File: config.mk
export PLATFORM = sky130hd
export DESIGN_NAME = instr_loader
export DESIGN_NICKNAME = d
export VERILOG_FILES = /design/src/rtl/loader_pkg.sv /design/src/rtl/byte_assembler.sv /design/src/rtl/instr_loader.sv
export SDC_FILE = /design/constraint.sdc
export NUM_CORES = 1
export LEC_CHECK = 0
export ABC_AREA = 1
export ABC_CLOCK_PERIOD_IN_PS = 2200
export CAP_MARGIN = 10
export CORE_MARGIN = 2
export CORE_UTILIZATION = 45
export CTS_CLUSTER_SIZE = 16
export DETAILED_ROUTE_END_ITERATION = 7
export PLACE_DENSITY = 0.67
export SLEW_MARGIN = 20
export SYNTH_ARGS = -nofsm -noshare
export SYNTH_HDL_FRONTEND = slang
export SYNTH_SLANG_ARGS = --single-unit
File: constraint.sdc
create_clock -name clk -period 2.2 [get_ports clk]
set_input_delay 0.44 -clock clk [delete_from_list [all_inputs] [get_ports clk]]
set_output_delay 0.44 -clock clk [all_outputs]
set_load 0.05 [all_outputs]
File: src/rtl/loader_pkg.sv
// Shared types and constants for the instruction-memory loader.
package loader_pkg;

    typedef enum logic [2:0] {
        S_CNT_HI,
        S_CNT_LO,
        S_DATA,
        S_CHECK,
        S_DONE,
        S_ERROR
    } state_t;

    localparam int BYTES_PER_WORD = 4;
    localparam int WORD_W         = 32;

    // States in which the loader is consuming stream bytes.
    function automatic logic is_loading(state_t s);
        return (s == S_CNT_HI) || (s == S_CNT_LO) || (s == S_DATA) || (s == S_CHECK);
    endfunction

endpackage

File: src/rtl/byte_assembler.sv
// Packs a byte stream MSB-first into words; flags each completed word for one cycle.
module byte_assembler #(
    parameter int WORD_W = 32
) (
    input  logic              clk,
    input  logic              reset,
    input  logic              clr,
    input  logic              en,
    input  logic [7:0]        din,
    output logic [1:0]        idx,
    output logic [WORD_W-1:0] word,
    output logic              word_valid
);
    import loader_pkg::*;

    logic [WORD_W-1:0] shift_p0;

    always_ff @(posedge clk) begin
        if (!reset || clr) begin
            idx        <= '0;
            shift_p0   <= '0;
            word       <= '0;
            word_valid <= 1'b0;
        end else begin
            word_valid <= 1'b0;
            if (en) begin
                shift_p0 <= {shift_p0[WORD_W-9:0], din};
                idx      <= idx + 2'd1;
                // Last byte of the word: publish the full word on the next cycle.
                if (idx == 2'(BYTES_PER_WORD - 1)) begin
                    word       <= {shift_p0[WORD_W-9:0], din};
                    word_valid <= 1'b1;
                end
            end
        end
    end

endmodule

File: src/rtl/instr_loader.sv
// Fills instruction memory from a counted, XOR-checked byte stream and
// holds the processor in reset until a load completes cleanly.
module instr_loader #(
    parameter int ADDR_W = 8,
    parameter int WORD_W = 32
) (
    input  logic              clk,
    input  logic              reset,
    input  logic              in_valid,
    output logic              in_ready,
    input  logic [7:0]        in_data,
    input  logic              start,
    output logic              mem_we,
    output logic [ADDR_W-1:0] mem_addr,
    output logic [WORD_W-1:0] mem_wdata,
    output logic              cpu_reset,
    output logic              done,
    output logic              error
);
    import loader_pkg::*;

    localparam int unsigned CAP = 2 ** ADDR_W;

    state_t            state;
    logic [7:0]        cnt_hi;
    logic [15:0]       n_words;
    logic [ADDR_W:0]   wcnt;
    logic [7:0]        xsum;
    logic              xfer;
    logic              restart;
    logic              asm_en;
    logic [1:0]        asm_idx;
    logic [WORD_W-1:0] asm_word;
    logic              asm_vld;

    assign xfer    = in_valid && in_ready;
    assign restart = start && ((state == S_DONE) || (state == S_ERROR));
    assign asm_en  = xfer && (state == S_DATA);

    byte_assembler #(.WORD_W(WORD_W)) u_asm (
        .clk        (clk),
        .reset      (reset),
        .clr        (restart),
        .en         (asm_en),
        .din        (in_data),
        .idx        (asm_idx),
        .word       (asm_word),
        .word_valid (asm_vld)
    );

    // The assembler's registered word strobe is the memory write itself.
    assign mem_we    = asm_vld;
    assign mem_wdata = asm_word;
    assign mem_addr  = wcnt[ADDR_W-1:0];

    always_ff @(posedge clk) begin
        if (!reset) begin
            state     <= S_CNT_HI;
            in_ready  <= 1'b0;
            cpu_reset <= 1'b1;
            done      <= 1'b0;
            error     <= 1'b0;
            cnt_hi    <= '0;
            n_words   <= '0;
            wcnt      <= '0;
            xsum      <= '0;
        end else begin
            in_ready <= is_loading(state);
            if (asm_vld) begin
                wcnt <= wcnt + 1'b1;
            end
            case (state)
                S_CNT_HI: if (xfer) begin
                    cnt_hi <= in_data;
                    xsum   <= xsum ^ in_data;
                    state  <= S_CNT_LO;
                end
                S_CNT_LO: if (xfer) begin
                    n_words <= {cnt_hi, in_data};
                    xsum    <= xsum ^ in_data;
                    if (32'({cnt_hi, in_data}) > CAP) begin
                        state    <= S_ERROR;
                        in_ready <= 1'b0;
                    end else if ({cnt_hi, in_data} == 16'd0) begin
                        state <= S_CHECK;
                    end else begin
                        state <= S_DATA;
                    end
                end
                S_DATA: if (xfer) begin
                    xsum <= xsum ^ in_data;
                    // wcnt has not yet counted the word completing on this byte.
                    if ((asm_idx == 2'(BYTES_PER_WORD - 1)) &&
                        (32'(wcnt) + 32'd1 == 32'(n_words))) begin
                        state <= S_CHECK;
                    end
                end
                S_CHECK: if (xfer) begin
                    in_ready <= 1'b0;
                    state    <= (in_data == xsum) ? S_DONE : S_ERROR;
                end
                S_DONE, S_ERROR: begin
                    if (start) begin
                        state     <= S_CNT_HI;
                        in_ready  <= 1'b1;
                        cpu_reset <= 1'b1;
                        done      <= 1'b0;
                        error     <= 1'b0;
                        wcnt      <= '0;
                        xsum      <= '0;
                    end else if (state == S_DONE) begin
                        done      <= 1'b1;
                        cpu_reset <= 1'b0;
                    end else begin
                        error     <= 1'b1;
                        cpu_reset <= 1'b1;
                    end
                end
                default: state <= S_CNT_HI;
            endcase
        end
    end

endmodule

# --- Word level (Yosys, flattened, before mapping) ---
# Cells that the tools add are included.
# W data, S select, Z words.
totals:
  regBits: 107
  output_inout_bits: 45
  word_cells: 87
classes:
  addsub: 3
  order_cmp: 1
  eq_ne: 16
  n_mux: 28
  bitwise: 2
  n_reduce_logical: 24
op_table:
  columns: ["cell", "count"]
  rows:
  - ["$mux W9", 3]
  - ["$mux W3", 7]
  - ["$eq A10 B16 Y1", 1]
  - ["$gt A16 B9 Y1 const B", 1]
  - ["$logic_not A16 Y1", 1]
  - ["$mux W8", 2]
  - ["$pmux W8 S2", 1]
  - ["$pmux W3 S5", 1]
  - ["$mux W1", 13]
  - ["$ne A2 B2 Y1 const B", 6]
  - ["$add A9 B1 Y10 const B", 1]
  - ["$reduce_and A2 Y1", 5]
  - ["$add A9 B1 Y9 const B", 1]
  - ["$eq A8 B8 Y1", 1]
  - ["$xor A8 B8 Y8", 1]
  - ["$eq A3 B2 Y1 const B", 2]
  - ["$eq A3 B3 Y1 const B", 2]
  - ["$reduce_and A6 Y1", 1]
  - ["$logic_or A1 B1 Y1", 5]
  - ["$logic_and A1 B1 Y1", 4]
  - ["$ne A2 B1 Y1 const B", 2]
  - ["$reduce_bool A2 Y1", 2]
  - ["$reduce_or A2 Y1", 2]
  - ["$eq A3 B1 Y1 const B", 1]
  - ["other kinds (8)", 8]

# --- Depth between registers and ports, before layout ---
# Gate-level depths: netlist (run 1).
logic_depth:
  word_depth: 7
  depth_mapped: 14

# --- By module ---
# Synthesis (run 1) repeated with hierarchy kept, for this count alone.
unflattened:
  hier_cells: 651
  area_unflattened_um2: 4683.2
modules_own_cells:
  columns: ["module", "n_inst", "cells_per_inst", "area_each_um2", "seq_area_each_um2"]
  rows:
  - ["instr_loader", 1, 366, 2493.6, 960.9]
  - ["byte_assembler", 1, 285, 2189.6, 1181.1]

# --- Least setup slack after synthesis (run 1) ---
# Ideal clock, no wire load.
synth_path:
  path_kind: "reg-to-reg"
  startpoint: "register in_ready"
  endpoint: "register u_asm.word[3]"
  setup_time_ps: 79
  arrival_time_ps: 1671
  path_slack_ps: 449
  stages_incl_launch_ff: 8
  path_cell_list: "dfxtp_1 > nand2_1 > nor2_8 > nand2_4 > inv_2 > buf_6 > nor2_1 > a211oi_2"
synth_via:
  elab_chain_cells: 3
synth_rtl:
  columns: ["element", "line", "text"]
  rows:
  - ["start, declared", "instr_loader.sv:10", "output logic in_ready,"]
  - ["start signal, assigned", "instr_loader.sv:68", "in_ready <= is_loading(state);"]
  - ["$logic_and A1 B1 Y1", "instr_loader.sv:36", "assign xfer = in_valid && in_ready;"]
  - ["$logic_and A1 B1 Y1", "instr_loader.sv:38", "assign asm_en = xfer && (state == S_DATA);"]
  - ["$reduce_and A2 Y1 (no line)", null, null]
  - ["end signal, assigned", "byte_assembler.sv:31", "word <= {shift_p0[WORD_W-9:0], din};"]
  - ["end, declared", "byte_assembler.sv:11", "output logic [WORD_W-1:0] word,"]
# Every way passes these cells.
# A chain may end at the register's enable or synchronous reset.

# --- Worst setup path in the final report (run 1) ---
layout_path:
  startpoint: "register wcnt[0]"
  endpoint: "output mem_addr[0]"
layout_lines:
  columns: ["element", "line", "text"]
  rows:
  - ["start, declared", "instr_loader.sv:27", "logic [ADDR_W:0] wcnt;"]
  - ["start signal, assigned", "instr_loader.sv:70", "wcnt <= wcnt + 1'b1;"]
  - ["end, declared", "instr_loader.sv:14", "output logic [ADDR_W-1:0] mem_addr,"]
# No word-level cell between the ends.

==> key figures, run 1 <==
Status
  – Status: completed

Detailed routing
  – Via count: 3798
  – Drt pass-1 iters: 4
  – DRC: 0
  – Vias per inst: 4.958
  – Iter 0 DRT Violations: 120
  – Average wire per cell in the routed design: 13.11 um
  – Antenna violation net count after detailed routing: 0
  – Wirelength, routed: 10.04 mm

Placement
  – Routability cong.: 0.8779
  – Placed cell areas: 0.005209 mm2
  – Post-DP HPWL: 7.275 mm
  – IO buf count: 56

Final layout
  – Fillers: 951
  – Final #Nets: 642
  – P&R area growth vs syn: 19.32%
  – Finished Cell Area: 0.005424 mm2
  – Diode count: 0
  – Layout cell share with drive strength beyond 1: 11.37%
  – Fin util: 55.49%

Synth
  – Count leader, synth: dfxtp_1
  – Main combinational cell family by area after synthesis: compound AO/OA/AOI/OAI gates
  – EDFF count, synth: 0
  – Area share of fa/ha/maj cells after synthesis: 0.5505%
  – Yosys top cell by area: dfxtp_1
  – Number of synthesis warnings: 0
  – Post-synthesis mux area share: 0%
  – Sequential area share after synthesis: 47.12%
  – Main synth FF type: dfxtp_1
  – Async set-reset flop share out of synthesis: 0%
  – Synth top cells by count: dfxtp_1, nand2_1, o21ai_0, a21oi_1, inv_1
  – Synth Cell Area: 0.004546 mm2
  – Post-Syn Nets: 591
  – Post-Synthesis Cells: 577
  – Register bit total from synthesis: 107
  – Top-area cell type share of the netlist area: 47.12%
  – Post-Synth XOR/XNOR Area: 1.734%
  – Library cells used by synthesis: 38
  – Synth area leaders: dfxtp_1, o21ai_0, a21oi_1, nand2_1, inv_1
  – Synth Area in Simple Gates: 19.38%
  – Post-Syn Area per Cell: 7.878 um2
  – Area fraction in compound gates after synthesis: 21.44%

CTS
  – Clock Latency Late Sink: 0.38 ns
  – Post-cts sizing count: 0
  – Max clock buf depth: 2
  – Clock sinks: 107
  – Post-CTS Setup Inserts: 0
  – Clk slew on worst S/H paths: 0.11 ns
  – CTS buffer count: 9
  – # H-tree levels: 3
  – # hold bufs at CTS: 0
  – Clk root buf: clkbuf_8
  – CTS tree: built

Global route
  – Vias in the first global route: 3583
  – First-pass GRT wire length: 16.73 mm
  – Overflow after GRT: 0
  – Initial antenna violation count: 0
  – GRT Total Usage: 18.65%
  – Largest net degree at the start of global routing: 59

Power
  – Reg power frac: 48.5%
  – Psw: 1.584 mW
  – Clk network pwr share: 27.3%
  – Peak VDD IR: 661.5 uV
  – Switching share of power: 33.68%
  – Int Power: 3.120 mW
  – Logic pwr share: 24.2%
  – Pwr Density: 867.4 mW/mm2
  – LEAKAGE: 2.140 nW

Setup path
  – Critical path, cell by cell: clkdlybuf4s50_1
  – Buf+Inv Stages, Crit Path: 1
  – Crit-path max FO: 6
  – Worst setup EP type: output pin
  – Worst path required time: 1.76 ns
  – Slowest stage cell, crit path: clkdlybuf4s50_1
  – Max incr delay on CP: 0.85 ns
  – Startpoint Class: flop
  – Delay-heaviest family, CP: buffers and inverters
  – Critical setup path kind: flop to output pin
  – WP data arrival: 1.68 ns

Flow run
  – Max Cap Viol: 0

Timing
  – Final setup vio count: 0
  – Least-Margin Pin Slew: 0.5288 ns
  – Slew headroom: 64.64%
  – Max Clk Rate: 0.4722 GHz
  – Fin crit share: 96.26%
  – Final slew viol count: 0
  – Min Hold Slack: 0.4626 ns
  – RSZ-0062 raised after global routing: false
  – Clock Skew: 0.01516 ns
  – Min cycle time layout: 2.118 ns
  – Sum of negative setup slack: 0 ns
  – Final hold violations: 0

Floorplan
  – Die Wd: 104.5 um
  – Initial Util: 46.51%
  – Boundary Pins: 57
  – Core box area: 0.009774 mm2
  – Die ar.: 0.01092 mm2
  – Die Ht: 104.5 um
  – Row cnt: 36

Hold path
  – Hold Path Class: flop to flop
## stage by stage
stage	total power [mW]	setup slack, ns	instances
detailed placement	3.457	0.1523	750
finish	4.705	0.08226	766
global placement	3.426	0.1819	750
floorplan	3.192	0.4494	577
CTS	4.735	0.06533	766
global route	4.983	0.02094	766
## layer usage
layer / vias to the layer above / global-route usage, % / part of all wire, %
met5: - / 0 / 0
met4: 0 / 6.564 / 1.2
met2: 75 / 30.53 / 47
met1: 1709 / 24.83 / 48
li1: 2004 / - / -
met3: 10 / 3.070 / 4.1
## cell usage in the layout, fill, tap and decap left out, types with 2 or more instances in the layout
master           count
nand2_2              2
nand3b_1             6
clkbuf_8             9
o211a_1              4
nor3_1               3
o21ai_0             70
inv_2               10
nand4_1              4
nand2_4              3
nand2_1             77
nor2_4               5
o21a_1               2
o21ai_1              5
o211ai_1             5
inv_8                2
a21oi_1             68
xnor2_1              5
xor2_1               4
a211oi_2             2
inv_6                2
ha_1                 2
buf_4               17
o21ai_2             11
dfxtp_1            107
clkdlybuf4s50_1     55
nand3_1             36
inv_1               53
nor2_1              51
## kinds of logic (layout without fill, tap and decap cells)
family,count (synthesis),count (layout)
AOI/OAI and AO/OA,172,172
xor gates and xnor gates,9,9
adders and majority gates,2,2
buffers and inverters,97,153
DFF,107,107
and+or+nand+nor,190,190
## area by class of cell
| class | instances | area, um2 | area share [%] |
|---|---|---|---|
| Clock inverter | 7 | 91.34 | 1.684 |
| Sequential cell | 107 | 2142 | 39.49 |
| Clock buffer | 9 | 123.9 | 2.284 |
| Timing Repair Buffer | 73 | 698.2 | 12.87 |
| Tap cell | 133 | 166.4 | 3.068 |
| Multi-Input combinational cell | 373 | 1959 | 36.12 |
| Inverter | 64 | 242.7 | 4.475 |
## final timing paths
kind                                   from          end  slack [ns]  cells after the start
worst max-delay path                wcnt[0]  mem_addr[0]        0.08                      1
worst min-delay path            n_words[14]  n_words[14]        0.46                      2
worst max register to register      wcnt[0]     state[2]        0.23                     14
worst min register to register  n_words[14]  n_words[14]        0.46                      2
## registers in the layout, summed over array words and instances, names as in the netlist
name	count
cnt_hi	8
cpu_reset	1
done	1
error	1
in_ready	1
n_words	16
state	3
u_asm.idx	2
u_asm.shift_p0	24
u_asm.word	32
u_asm.word_valid	1
wcnt	9
xsum	8
## worst register-to-register path: cells and delay by family (launching register included)
family / cells / cell delay (ns)
and+or+nand+nor: 13 / 1.20
adders and majority gates: 1 / 0.20
DFF: 1 / 0.45
## power by group through the flow
stage               logic (mW)  clock network, mW  registers, mW
floorplan                0.818                  0           2.37
global placement          1.11                  0           2.32
detailed placement        1.13                  0           2.33
CTS                       1.14               1.31           2.28
global route              1.27               1.40           2.31
finish                    1.14               1.28           2.28
Power figures use the tool's default switching activity.
==> inputs of run 2 (changes only) <==
DONT_BUFFER_PORTS = 1   (was unset)
PLACE_DENSITY = unset   (was 0.67)
SYNTH_HIERARCHICAL = 1   (was unset)
==> run 2 against run 1 <==
Area after synthesis up 3.0%. Clock-buffer cell count grew 1. Global-route usage grew 0.89 points. First-iteration DRC count is 53% higher. Combinational power is 6% lower. Power fell by 3.6%. Core utilization shrank 7.0 points. Sequential share of layout area up 3.7 points. Die area rose by 2.9%. Critical path depth rose by 7. Sequential cell count is the same. Synthesized cell count increased by 13%. Critical path type is now flop to flop.
==> key figures, run 2 <==
Status
  – Status: completed

Synth
  – Top-area cell type share of the netlist area: 45.74% (-1.4 points)
  – Synth Cell Area: 0.004683 mm2 (+3.0%)
  – Sequential area share after synthesis: 45.74% (-1.4 points)
  – Synth top cells by count: nand2_1, dfxtp_1, nor2_1, inv_1, a21oi_1
  – Library cells used by synthesis: 34 (-11%)
  – Synth area leaders: dfxtp_1, nand2_1, nor2_1, a21oi_1, nand3_1
  – Yosys top cell by area: dfxtp_1
  – Register bit total from synthesis: 107 (unchanged)
  – Number of synthesis warnings: 6 (+6)
  – EDFF count, synth: 0 (unchanged)
  – Post-Syn Nets: 665 (+13%)
  – Main synth FF type: dfxtp_1
  – Count leader, synth: nand2_1
  – Post-Syn Area per Cell: 7.194 um2 (-8.7%)
  – Async set-reset flop share out of synthesis: 0% (unchanged)
  – Post-Synthesis Cells: 651 (+13%)

Final layout
  – Layout cell share with drive strength beyond 1: 7.883% (-3.5 points)
  – Final #Nets: 656 (+2.2%)
  – Number of flip-flops in the largest register: 32 (unchanged)
  – Commonest non-fill, non-tap cells in the layout: nand2_1, dfxtp_1, nor2_1
  – Register bank with the most flops: u_asm/word
  – Finished Cell Area: 0.004961 mm2 (-8.5%)
  – Fin util: 48.49% (-7.0 points)
  – Diode count: 0 (unchanged)
  – P&R area growth vs syn: 5.931%
  – Top flop regs: u_asm/word x32, u_asm/shift_p0 x24, n_words x16
  – Most common cell after layout, fill and taps aside: nand2_1

Flow run
  – Max Cap Viol: 0 (unchanged)

Floorplan
  – Die Ht: 106.0 um (+1.4%)
  – Initial Util: 45.77% (-0.73 points)
  – Die ar.: 0.01124 mm2 (+2.9%)
  – Core box area: 0.01023 mm2 (+4.7%)
  – Boundary Pins: 57 (unchanged)
  – Die Wd: 106.0 um (+1.4%)
  – Row cnt: 37 (+2.8%)

Timing
  – Min Hold Slack: 0.1966 ns (-0.2660 ns)
  – Max Clk Rate: 0.5419 GHz (+15%)
  – Slew headroom: 49.01% (-16 points)
  – Final setup vio count: 0 (unchanged)
  – Min cycle time layout: 1.846 ns (-0.2722 ns)
  – RSZ-0062 raised after global routing: false
  – Clock Skew: 0.008870 ns (-0.006286 ns)
  – Sum of negative setup slack: 0 ns (unchanged)
  – Final hold violations: 0 (unchanged)
  – Final slew viol count: 0 (unchanged)
  – Fin crit share: 83.89% (-12 points)
  – Least-Margin Pin Slew: 0.7641 ns (+0.2353 ns)

Detailed routing
  – Iter 0 DRT Violations: 184 (+53%)
  – Wirelength, routed: 10.65 mm (+6.1%)
  – Via count: 3966 (+4.4%)
  – Drt pass-1 iters: 5 (+1)
  – Vias per inst: 5.065 (+2.2%)
  – Antenna violation net count after detailed routing: 0 (unchanged)
  – DRC: 0 (unchanged)
  – Average wire per cell in the routed design: 13.61 um (+3.8%)

Power
  – Int Power: 2.931 mW (-6.1%)
  – Psw: 1.606 mW (+1.3%)
  – Peak VDD IR: 457.7 uV (-31%)
  – Clk network pwr share: 25.2% (-2.1 points)
  – Pwr Density: 914.4 mW/mm2 (+5.4%)
  – Switching share of power: 35.39% (+1.7 points)
  – Logic pwr share: 23.6% (-0.6 points)
  – LEAKAGE: 2.059 nW (-3.7%)
  – Reg power frac: 51.2% (+2.7 points)

Global route
  – Largest net degree at the start of global routing: 55 (-6.8%)
  – GRT Total Usage: 19.54% (+0.89 points)
  – Initial antenna violation count: 0 (unchanged)
  – Overflow after GRT: 0 (unchanged)
  – First-pass GRT wire length: 17.72 mm (+5.9%)
  – Vias in the first global route: 3575 (-0.22%)

CTS
  – Clk root buf: clkbuf_8
  – Clock sinks: 107 (unchanged)
  – # hold bufs at CTS: 0 (unchanged)
  – Post-cts sizing count: 0 (unchanged)
  – CTS tree: built
  – # H-tree levels: 3 (unchanged)
  – Clock Latency Late Sink: 0.37 ns (about the same)
  – Post-CTS Setup Inserts: 0 (unchanged)
  – Max clock buf depth: 2 (unchanged)
  – CTS buffer count: 9 (unchanged)
  – Clk slew on worst S/H paths: 0.10 ns (about the same)

Placement
  – Routability cong.: 0.8338 (-5.0%)
  – IO buf count: 0 (-100%)
  – Placed cell areas: 0.004772 mm2 (-8.4%)
  – Post-DP HPWL: 7.413 mm (+1.9%)

Setup path
  – Worst setup EP type: flop
  – Worst path required time: 2.44 ns (+0.68 ns)
  – Crit-path max FO: 25 (+19)
  – Startpoint Class: flop
  – WP data arrival: 2.09 ns (+0.41 ns)
  – Critical setup path kind: flop to flop

Hold path
  – Hold Path Class: primary input to flop
==> run 2: cell types whose count changed in the layout (fill, tap and decap cells not counted), moves of 5 or more <==
cell / before / now
a21oi_1: 68 / 54
clkdlybuf4s50_1: 55 / 0
inv_2: 10 / 5
nand2_1: 77 / 157
nand3_1: 36 / 48
nand4_1: 4 / 21
nor2_1: 51 / 85
o21ai_0: 70 / 34
o21ai_2: 11 / 1
==> run 2: path summary, 6_finish.rpt <==
kind                           start            endpoint  slack [ns]  cells after the start
hold / removal                 reset            state[2]        0.20                      2
setup reg to reg            state[2]        u_asm/idx[1]        0.35                      8
setup / recovery            state[2]        u_asm/idx[1]        0.35                      8
hold reg to reg   u_asm/shift_p0[19]  u_asm/shift_p0[19]        0.47                      2
==> run 2: cells by family (layout without fill, tap and decap cells) <==
logic type	after synthesis	after routing	share of synthesized area, %
AOI/OAI and AO/OA	100	100	11.44
xor gates and xnor gates	11	11	2.378
adders and majority gates	2	2	0.5342
buffers and inverters	99	95	9.404
DFF	107	107	45.74
and+or+nand+nor	332	332	30.51
==> run 2: layout make-up <==
cell class / instances / area [um2]
clock buffer: 10 / 127.6
clock inverter: 6 / 61.31
fill: 1014 / 5270
inverter: 63 / 236.5
multi-input combinational: 445 / 2103
sequential: 107 / 2142
tap: 136 / 170.2
timing repair buffer: 16 / 120.1
==> run 2: power by group through the flow <==
stage | registers (mW) | logic [mW] | clock network (mW)
floorplan | 2.35 | 0.876 | 0
finish | 2.32 | 1.07 | 1.14
detailed placement | 2.37 | 1.07 | 0
CTS | 2.32 | 1.08 | 1.18
global placement | 2.36 | 1.04 | 0
global route | 2.35 | 1.22 | 1.24
==> run 2: worst max-delay path: stages (launching register included) <==
cell and delay (ns):
dfxtp_1 0.35, nor2_1 0.23, inv_1 0.09, nor2_1 0.17
inv_1 0.11, nor2_2 0.16, inv_1 0.37, nand2_1 0.17
a21oi_1 0.08
==> run 2: routing by layer <==
metal	vias to the layer above	global-route usage, %	routed length (um)	part of all wire, %
met5	-	0	0	0
met4	0	6.015	125	1.2
met3	10	4.660	681	6.4
met2	79	28.66	4740	44
met1	1809	28.39	5106	48
li1	2068	-	-	-
==> run 2: metrics by stage <==
step	std cells	total power [mW]	worst slack [ns]
floorplan	651	3.225	0.5139
global placement	767	3.400	0.3892
detailed placement	767	3.439	0.3543
CTS	783	4.577	0.3339
global route	783	4.817	0.1427
finish	783	4.536	0.3545
